$ cat config.mk
export PLATFORM = sky130hd
export DESIGN_NAME = spram_arbiter
export DESIGN_NICKNAME = d
export VERILOG_FILES = /design/src/rtl/spram_arbiter.sv
export SDC_FILE = /design/constraint.sdc
export NUM_CORES = 1
export LEC_CHECK = 0
export ABC_CLOCK_PERIOD_IN_PS = 1700
export CAP_MARGIN = 15
export CORE_AREA = 2 2 91 93
export CTS_CLUSTER_SIZE = 10
export DETAILED_ROUTE_END_ITERATION = 8
export DIE_AREA = 0 0 93 95
export GPL_TIMING_DRIVEN = 0
export HOLD_SLACK_MARGIN = 0.12
export PLACE_DENSITY = 0.72
export SLEW_MARGIN = 20
export SYNTH_ARGS = -nofsm -noshare
export SYNTH_HDL_FRONTEND = slang
export SYNTH_SLANG_ARGS = --single-unit
$ cat constraint.sdc
create_clock -name clk -period 1.7 [get_ports clk]
set_clock_uncertainty 0.2 [all_clocks]
set_input_delay 0.34 -clock clk [delete_from_list [all_inputs] [get_ports clk]]
set_output_delay 0.34 -clock clk [all_outputs]
set_load 0.02 [all_outputs]
$ cat src/rtl/spram_arbiter.sv
// Two-requester round-robin arbiter in front of a single-port RAM with 1-cycle registered read.
// Grants and RAM drive are combinational from the requests; only the tie-break pointer and the read-return tag are stored.
module spram_arbiter #(
    parameter int unsigned AWIDTH    = 10,
    parameter int unsigned DWIDTH    = 32,
    parameter int unsigned NUM_WORDS = 1024
) (
    input  logic              clk,
    input  logic              resetn,
    input  logic              a_req,
    input  logic              a_wren,
    input  logic [AWIDTH-1:0] a_addr,
    input  logic [DWIDTH-1:0] a_wdata,
    input  logic              b_req,
    input  logic              b_wren,
    input  logic [AWIDTH-1:0] b_addr,
    input  logic [DWIDTH-1:0] b_wdata,
    output logic              a_gnt,
    output logic              b_gnt,
    output logic              a_rvalid,
    output logic              b_rvalid,
    output logic [DWIDTH-1:0] a_rdata,
    output logic [DWIDTH-1:0] b_rdata,
    output logic [AWIDTH-1:0] ram_address,
    output logic              ram_wren,
    output logic [DWIDTH-1:0] ram_data,
    input  logic [DWIDTH-1:0] ram_out
);

    typedef enum logic {
        OWN_A = 1'b0,
        OWN_B = 1'b1
    } owner_e;

    logic   last_b_q, last_b_d;
    logic   rd_pend_q, rd_pend_d;
    owner_e rd_owner_q, rd_owner_d;

    // Reset-time state makes A win the first tie.
    always_ff @(posedge clk or negedge resetn) begin
        if (!resetn) begin
            last_b_q   <= 1'b1;
            rd_pend_q  <= 1'b0;
            rd_owner_q <= OWN_A;
        end else begin
            last_b_q   <= last_b_d;
            rd_pend_q  <= rd_pend_d;
            rd_owner_q <= rd_owner_d;
        end
    end

    // Arbitration, RAM mux and next-state; everything is held at zero while reset is asserted.
    always_comb begin
        a_gnt       = 1'b0;
        b_gnt       = 1'b0;
        ram_wren    = 1'b0;
        ram_address = '0;
        ram_data    = '0;
        last_b_d    = last_b_q;
        rd_pend_d   = 1'b0;
        rd_owner_d  = rd_owner_q;

        if (resetn) begin
            a_gnt = a_req & (~b_req | last_b_q);
            b_gnt = b_req & (~a_req | ~last_b_q);
        end

        if (a_gnt) begin
            ram_wren    = a_wren;
            ram_address = a_addr;
            ram_data    = a_wdata;
            last_b_d    = 1'b0;
            rd_pend_d   = ~a_wren;
            if (!a_wren) rd_owner_d = OWN_A;
        end else if (b_gnt) begin
            ram_wren    = b_wren;
            ram_address = b_addr;
            ram_data    = b_wdata;
            last_b_d    = 1'b1;
            rd_pend_d   = ~b_wren;
            if (!b_wren) rd_owner_d = OWN_B;
        end
    end

    // Read data returns on the cycle after the grant; ram_out is shared by both requesters.
    assign a_rvalid = rd_pend_q & (rd_owner_q == OWN_A);
    assign b_rvalid = rd_pend_q & (rd_owner_q == OWN_B);
    assign a_rdata  = ram_out;
    assign b_rdata  = ram_out;

    // Requesters must keep addresses inside the RAM.
    addr_in_range_a : assert property (@(posedge clk) disable iff (!resetn)
        (a_gnt | b_gnt) |-> (32'(ram_address) < NUM_WORDS));

endmodule
# Word-level counts from Yosys, hierarchy flattened
# Cells that the tools add are included.
[word_totals]
regBits = 3
in_bits = 122
output_inout_bits = 111
[op_classes]
eq_ne = 2
n_mux = 16
bitwise_logic = 12
reduce_logical = 2
[op_table]
columns = ["cell", "count"]
rows = [
  ["two-way mux 32 bit", 2],
  ["two-way mux 10 bit", 2],
  ["two-way mux 1 bit", 12],
  ["inverter 1 bit", 6],
  ["bitwise AND 1 bit", 4],
  ["AND reduction 3 bit", 1],
  ["inequality test 2 x 1 -> 1 bit, second input constant", 1],
  ["inequality test 2 bit, second input constant", 1],
  ["OR 1 bit", 2],
  ["nonzero test 2 bit", 1],
]

# Longest topological paths before layout
# Gate-level depths: netlist (run 1).
[depth]
depth_word = 6
ltp_mapped = 5
mapped_depth_nobuf = 4

# Least setup slack after synthesis (run 1)
# Ideal clock, no wire load.
[synth_path]
path_kind = "register -> output"
start = "reg last_b_q"
end = "out ram_data[18]"
arrival_ns = 1.168
required_time_ns = 1.160
slack_ns = -0.008
path_stages_with_launch = 5
path_buffers = 1
path_cell_list = "dfstp_2 > nor2b_4 > nor2_8 > buf_6 > a22o_1"
[synth_between]
elab_cells_between_ends = 9
classes_between = "mux: 4; bitwise: 5"
[synth_rtl]
columns = ["element", "line_no", "rtl"]
rows = [
  ["from (decl)", "35", "logic last_b_q, last_b_d;"],
  ["from (signal assigned)", "46", "last_b_q <= last_b_d;"],
  ["OR 1 bit", "64", "a_gnt = a_req & (~b_req | last_b_q);"],
  ["bitwise AND 1 bit", "64", ""],
  ["two-way mux 1 bit", "63", "if (resetn) begin"],
  ["via a_gnt", "18", "output logic a_gnt,"],
  ["two-way mux 32 bit", "68", "if (a_gnt) begin"],
  ["to (decl)", "26", "output logic [DWIDTH-1:0] ram_data,"],
]
# The timed path passes the listed nets, and every way through them passes these cells.

# Worst setup path after layout (run 1)
[layout_path]
start = "reg last_b_q"
end = "out ram_data[5]"
[layout_between]
elab_chain_len = 6
elab_cells_between_ends = 9
classes_between = "mux: 4; bitwise: 5"
[layout_lines]
columns = ["element", "line_no", "rtl"]
rows = [
  ["inverter 1 bit", "65", "b_gnt = b_req & (~a_req | ~last_b_q);"],
  ["OR 1 bit", "65", ""],
  ["bitwise AND 1 bit", "65", ""],
  ["two-way mux 1 bit", "63", ""],
  ["two-way mux 32 bit", "75", "end else if (b_gnt) begin"],
  ["two-way mux 32 bit *", "68", ""],
]
# Every way passes the cells marked *; elsewhere a longest branch is shown, timed or not.

==> results.md, run 1 <==
- In this run the remaining antenna-violating nets after routing total 0.
- Counting instances, the worst hold path has a depth of 3.
- Synthesis inferred 3 register bits.
- The CTS tree is done.
- After clock tree synthesis, the clock-pin slew on the worst setup and hold paths is 0.03 ns.
- The max-cap check violation count is 0.
- The number of nets handed over by synthesis was ~250.
- The flow ran to the end, but the final reports show violations.
- The first global-routing pass estimated roughly 8600 µm of wire.
- The worst-case IR drop observed on VDD is roughly 230 µV.
- The number of remaining DRC errors is 0.
- The count of pins on the block boundary is roughly 230.
- The final critical delay including setup and external delays is 2.13 ns.
- The final standard cell area without fillers is about 3600 µm².
- Dividing the final minimum period by the clock period gives 125%.
- The pin count of the biggest net entering global routing is 11.
- The most frequent cell on the critical path is buf_6.
- The floorplan has 33 rows.
- The die boundary width is about 93 µm.
- The required time of the critical path is 1.16 ns.
- The worst hold slack is 0.342 ns.
- The detailed placer's ending HPWL is between 4000 and 5000 µm.
- Synthesis produced between 100 and 150 cells.
- The total setup violations reported at the end of the flow is between 40 and 50.
- The average instance in the mapped netlist occupies 8.67 µm².
- The initial core utilization is between 10 and 15%.
- The number of endpoints with negative hold slack in the final report is 0.
- The top cell types in the final layout, fill and taps aside, are clkdlybuf4s50_1, buf_4, buf_6, a22o_1, buf_2.
- The prevailing post-synth register cell is dfrtp_1.
- The count of warnings emitted by yosys is 0.
- The layout net count is between 400 and 500.
- The initial antenna violation count was 0.
- The count of flip-flops with a built-in enable after synthesis is 0.
- CTS built an H-tree with a depth of 1.
- The largest total area in the synthesized netlist belongs to buf_4.
- In the final timing run, aggregate negative setup slack is -17.32 ns.
- Clock tree synthesis found a total of 3 sinks.
- The port buffer count is 200.
- The count of distinct cell types in the synthesized netlist is 17.
- The buffers plus inverters on the worst setup path is 4.
- The nature of the critical path endpoint is an output port.
- The analysis attributes to cell leakage a power of ~1.6 nW.
- STA puts the critical path data arrival time at between 1.5 and 2 ns.
- At the pin with the least slew margin, the transition time is roughly 0.29 ns.
- The layout cell share with drive strength beyond 1 is between 40% and 50%.
- The overall die area is 8840 µm².
- The highest clock rate is roughly 0.47 GHz.
- After detailed routing, the number of vias per cell comes to about 3.9.
- The post-route worst setup slack is -0.432 ns.
- The detailed router finished its first iteration with 20 violations.
- After filler insertion, the fill cell instance count of the layout stands at about 760.
- The cell area after technology mapping is around 1100 µm².
- Traced cell by cell, the critical path runs through buf_6 > a21o_4 > inv_8 > buf_4 > a22o_1 > buf_6.
- The slowest cell on the critical path is dfstp_2.
- The count of cells in the finished layout, fillers not included, comes to ~460.
- The post-detailed-route wirelength per cell is 13.4 µm.
- After synthesis, the largest area contributor takes up 42.3% of total cell area.
- The most common library cell in the layout ignoring fill and taps is clkdlybuf4s50_1.
- The core region area is around 7900 µm².
- Setup repair after global routing could not meet its margin everywhere.
- Broken down by cell family, the worst path's largest delay share belongs to flip-flops.
- For this run, the slowest stage of the critical path takes approximately 0.57 ns.
- The minimum setup slack after placement is -1.19 ns.
- The number of cells on the worst reg-to-reg path is 5.
- The weighted congestion at the end of routability-driven global placement is roughly 0.64.
- The tree is rooted in a clkbuf_8.
- The layout overhead on the synthesized area is 213%.
- Sequential elements use under 10% of the synthesized area.
- The number of buffers created by CTS is 3.
- For this block, the routed nets add up to 6170 µm of wire.
- The worst hold path belongs to the class input port to flip-flop.
- The number of global-route vias before repair is 1766.
- Headroom to the max-slew limit came out at between 80% and 90%.
- The count of final max-slew check failures was 0.
- The kind of critical path is flip-flop to output port.
- The number of placed instances, taps included, is ~440.
- Summed over all layers, the global routing overflow is 0.
- The standard cell area after detailed placement is approximately 3300 µm².
- Of all nets on the critical path, the largest fanout is 8.
- The worst setup path is launched from a flip-flop.
- The overall track demand over capacity in global routing is 12.1%.
- The first detailed-routing pass took 4 iterations.
- The clock insertion delay at the later pin of the skew report is approximately 0.21 ns.
- By area the synthesized netlist is led by buf_4, a22o_1, buf_6, dfrtp_1, a22o_2.
- Counting along the longest clock path gives a buffer depth of 2.
- The final reports fail on negative setup slack.
- The critical path depth in cells is 6.
- 0 antenna diodes ended up in the layout.
- Detailed routing inserted a total of 1790 vias.
- The proportion of synthesized flip-flops having asynchronous set or reset is 100%.
- Dividing total power by cell area gives a power density of about 420 nW/µm².
- The height of the chip is between 90 and 100 µm.
-- where the power goes --
part / leakage [nW] / switching, mW / internal (mW)
registers: 0.0352 / 0.0124 / 0.0878
clock network: 0.0228 / 0.0477 / 0.160
logic: 1.57 / 0.466 / 0.710
-- worst paths after layout --
check	startpoint	slack [ns]	endpoint
min in group asynchronous	resetn	0.44	rd_owner_q$_DFFE_PN0P_
min reg2reg	rd_owner_q$_DFFE_PN0P_	0.34	rd_owner_q$_DFFE_PN0P_
min	resetn	0.34	last_b_q$_DFFE_PN1P_
max reg2reg	last_b_q$_DFFE_PN1P_	0.26	rd_pend_q$_DFF_PN0_
max	last_b_q$_DFFE_PN1P_	-0.43	ram_data[5]
max in group asynchronous	resetn	0.63	last_b_q$_DFFE_PN1P_
-- layer usage --
metal  track usage [%]  routed length [µm]  vias to the layer above
li1                  -                   -                      863
met1              13.8                2210                      802
met2              23.2                3270                      123
met3              2.95                 658                        2
met4              1.47                  27                        0
met5                 0                   0                        -
-- synth_stat cells, types with 2 or more instances --
master / n
buf_6: 8
nand2_1: 2
buf_4: 64
a22o_2: 4
a22o_1: 39
dfrtp_1: 2
o21ai_0: 2
-- through the flow --
stage | power [mW] | util (%)
floorplan | 0.608 | -
global placement | 1.16 | 41.2
global route | 1.56 | 44.9
detailed placement | 1.17 | 41.2
finish | 1.48 | 44.9
CTS | 1.49 | 44.9
-- registers in the layout, indices dropped and copies added (netlist names) --
name / flops
last_b_q: 1
rd_owner_q: 1
rd_pend_q: 1
-- cell families (layout without fill, tap and decap cells) --
group,after synthesis,after routing,synth area share [%]
flip-flops,3,3,6.72
AO/OA/AOI/OAI,48,48,37.2
buffers and inverters,73,295,50.8
AND/OR/NAND/NOR,7,8,5.29
-- timing repair --
action,CTS,global route
buffers inserted,10,2
resized for setup,283,4
setup endpoints to repair,47,45
cloned,7,0
hold buffers,1,0
endpoints found under the hold margin,3,0
pin swaps,4,2
-- worst min-delay path, cell delays in order --
cell and delay [ns]:
clkdlybuf4s15_2 0.22, nand2_1 0.10, o21ai_0 0.08
-- cell type report --
| class | instances | area (µm²) | share of cell area (%) |
|---|---|---|---|
| buffer | 72 | 582 | 16.3 |
| clock buffer | 4 | 45.0 | 1.27 |
| inverter | 1 | 11.3 | 0.316 |
| multi-input combinational | 56 | 507 | 14.2 |
| sequential | 3 | 76.3 | 2.14 |
| tap | 105 | 131 | 3.69 |
| timing repair buffer | 218 | 2210 | 62.0 |
No activity file was read; power rests on OpenSTA's default activity.
==> run 2: changes to the inputs <==
- REMOVE_ABC_BUFFERS: default -> 1
==> run 2 against run 1 <==
Net effect: the run still ends with negative setup slack left; cell count shrank 29%; die area unchanged; worst setup slack improved by 0.064 ns; sequential share of layout area increased by 1.0 points; total power is 25% lower; clock power grew 3%; maximum frequency grew 3.1%; count of clock-buffer cells in the layout unchanged.
==> results.md, run 2 (same netlist as run 1, synthesis figures left out) <==
- Outcome: finished, violations left (unchanged).
- Violations in the final reports: negative setup slack (unchanged).
- The count of pins on the block boundary was 233 (unchanged).
- The peak supply drop was 206 µV (was 225 µV).
- The port buffer count is 136 (was 200).
- The most common library cell in the layout ignoring fill and taps is clkdlybuf4s50_1 (unchanged).
- The final critical delay including setup and external delays is 2.07 ns (was 2.13 ns).
- The path type of the worst min-delay path is flip-flop to flip-flop (was input port to flip-flop).
- The source of the worst register-to-register timing path is last_b_q$_DFFE_PN1P_ (unchanged).
- The number of sinks handled by clock tree synthesis is 3 (unchanged).
- The wire length of the first global-routing pass is 9470 µm (was 8630 µm).
- The number of routed nets with antenna violations was 0 (unchanged).
- The layout overhead on the synthesized area is 112% (was 213%).
- The worst min-delay path endpoint is rd_owner_q$_DFFE_PN0P_ (was last_b_q$_DFFE_PN1P_).
- The logic gate share of total power came to 72.0% (was 79.3%).
- The number of stages on the worst hold path was 2 (was 3).
- The die boundary width is 93 µm (unchanged).
- The total setup violations reported at the end of the flow is 45 (unchanged).
- The static leakage is 1.03 nW (was 1.63 nW).
- The cell internal power dissipation is 725 µW (was 958 µW).
- The number of diodes came to 0 (unchanged).
- The overall track demand over capacity in global routing is 15.3% (was 12.1%).
- The origin of the worst min-delay path is rd_owner_q$_DFFE_PN0P_ (was resetn).
- The data arrival time at the worst-slack endpoint was 1.53 ns (was 1.59 ns).
- The layout cell share with drive strength beyond 1 is 35.6% (was 42.1%).
- The number of endpoints with negative hold slack in the final report is 0 (unchanged).
- The initial antenna violation count is 0 (unchanged).
- The worst hold slack is 0.315 ns (was 0.342 ns).
- Setup repair after global routing missed its margin: true (unchanged).
- The standard cell area after detailed placement is 2060 µm² (was 3270 µm²).
- The core region area is 7930 µm² (unchanged).
- The logic depth of the worst register-to-register path is 5 (unchanged).
- The per-cell via count in the routed design is 4.27 (was 3.90).
- The multi-input combinational cell area is 541 µm² (was 507 µm²).
- The CTS tree is done (unchanged).
- The final standard cell area without fillers is 2410 µm² (was 3560 µm²).
- The register-to-register setup slack is 0.19 ns (was 0.26 ns).
- The weighted congestion at the end of routability-driven global placement is 0.853 (was 0.644).
- The highest clock rate is 0.484 GHz (was 0.469 GHz).
- The clock insertion delay at the later pin of the skew report is 0.22 ns (was 0.21 ns).
- The share of total power consumed by net switching is 35.2% (was 35.5%).
- The detailed router's first-iteration violation count came to 55 (was 20).
- The height of the chip is 95 µm (unchanged).
- The maximum number of buffers from clock root to sink is 2 (unchanged).
- The sequential share of power is 8.9% (was 6.7%).
- Most frequent cells in the layout: clkdlybuf4s50_1, buf_6, a22o_1, buf_4, nor2_4 (was clkdlybuf4s50_1, buf_4, buf_6, a22o_1, buf_2).
- The post-route worst setup slack is -0.367 ns (was -0.432 ns).
- The share of the clock period used by the worst path is 122% (was 125%).
- The nature of the critical path endpoint is an output port (unchanged).
- The number of remaining DRC errors was 0 (unchanged).
- The worst-margin pin slew is 0.212 ns (was 0.285 ns).
- Biggest regs: last_b_q (1), rd_owner_q (1), rd_pend_q (1) (unchanged).
- The normalized max-slew margin is 85.8% (was 80.9%).
- The initial core utilization was 14.3% (unchanged).
- The power per cell area is 464 nW/µm² (was 417 nW/µm²).
- The max-cap check violation count was 0 (unchanged).
- The net switching power of the design is 394 µW (was 526 µW).
- The count of final max-slew check failures is 0 (unchanged).
- The largest fanout of any net on the critical path was 10 (was 8).
- The part of the total power dissipated in the clock network is 19.1% (was 14.0%).
- The filler cell count is 817 (was 755).
- The final wirelength is 7350 µm (was 6170 µm).
- The required time of the critical path is 1.16 ns (about the same).
- The number of search-and-repair iterations in the first detailed-routing pass came to 4 (unchanged).
- The post-detailed-route wirelength per cell was 22.7 µm (was 13.4 µm).
- The clock tree root driver cell is clkbuf_8 (unchanged).
- The via count is 1382 (was 1790).
- The footprint of the flip-flops and latches is 76.3 µm² (unchanged).
- The core occupancy in the finished layout is 30.4% (was 44.9%).
- The number of global-route vias before repair is 1417 (was 1766).
- The cell row count is 33 (unchanged).
- The detailed placer's ending HPWL was 5130 µm (was 4950 µm).
- The launch point of the worst path is last_b_q$_DFFE_PN1P_ (unchanged).
- The capturing point of the worst reg2reg path was rd_owner_q$_DFFE_PN0P_ (was rd_pend_q$_DFF_PN0_).
- The clock-pin slew on the worst setup and hold paths is 0.03 ns (about the same).
- The minimum setup slack after placement is -1.37 ns (was -1.19 ns).
- The pin count of the biggest net entering global routing is 23 (was 11).
- The critical path startpoint category is a flip-flop (unchanged).
- The kind of critical path was flip-flop to output port (unchanged).
- The number of buffers created by CTS is 3 (unchanged).
- The layout net count is 342 (was 477).
- The level count of the clock H-tree is 1 (unchanged).
- The total global routing overflow was 0 (unchanged).
- The overall die area is 8840 µm² (unchanged).
==> run 2: power by group through the flow <==
stage	clock [mW]	combinational (mW)	sequential [mW]
after floorplan	0	0.261	0.0982
after global placement	0	0.654	0.0996
after detailed placement	0	0.662	0.101
after CTS	0.217	0.788	0.0996
after global routing	0.221	0.850	0.100
final	0.214	0.806	0.0993
==> run 2: what timing repair did <==
| action | CTS | global route |
|---|---|---|
| buffers inserted | 12 | 2 |
| endpoints found under the hold margin | 3 | 0 |
| hold buffers | 1 | 0 |
| pin swaps | 24 | 16 |
| setup endpoints to repair | 47 | 45 |
| gates resized for setup | 278 | 13 |
| gates cloned | 5 | 0 |
==> run 2: critical path: stages, from the launching register on <==
cell and delay, ns:
dfstp_2 0.57, nor2b_4 0.06, buf_12 0.14, nor2_4 0.11, buf_12 0.15, a22o_1 0.15
buf_6 0.12
==> run 2: how the worst max path moves through the flow <==
stage / cells after the start / end / slack (ns)
6_report: 6 / ram_data[29] / -0.37
5_1_grt: 6 / ram_address[2] / -0.42
4_1_cts: 6 / ram_address[4] / -0.40
3_5_place_dp: 5 / ram_address[3] / -1.37
3_3_place_gp: 5 / ram_address[3] / -1.32
2_1_floorplan: 3 / ram_address[0] / -0.16
==> run 2: final cells by class <==
cell class | instances | share of cell area (%)
Multi-Input combinational cell | 59 | 22.4
Inverter | 1 | 0.830
Timing Repair Buffer | 151 | 65.9
Tap cell | 105 | 5.45
Clock buffer | 4 | 1.87
Sequential cell | 3 | 3.16
Timing Repair inverter | 1 | 0.363
==> run 2: metal layers <==
metal / vias to the layer above / track usage [%] / routed length [µm]
li1: 598 / - / -
met1: 620 / 16.1 / 2650
met2: 156 / 21.6 / 3170
met3: 8 / 15.3 / 1480
met4: 0 / 3.31 / 50
met5: - / 2.98 / 0
==> run 2: through the flow <==
stage / power (mW) / setup TNS (ns) / instances
after floorplan: 0.359 / -6.73 / 59
after global placement: 0.754 / -58.16 / 300
after detailed placement: 0.762 / -60.43 / 300
after CTS: 1.10 / -15.78 / 322
after global routing: 1.17 / -17.01 / 324
final: 1.12 / -15.24 / 324
==> run 3: changes to the inputs <==
- GPL_ROUTABILITY_DRIVEN: default -> 0
==> results of run 3 <==
Same layout as run 2: the final DEF is identical, and so are final timing and power.
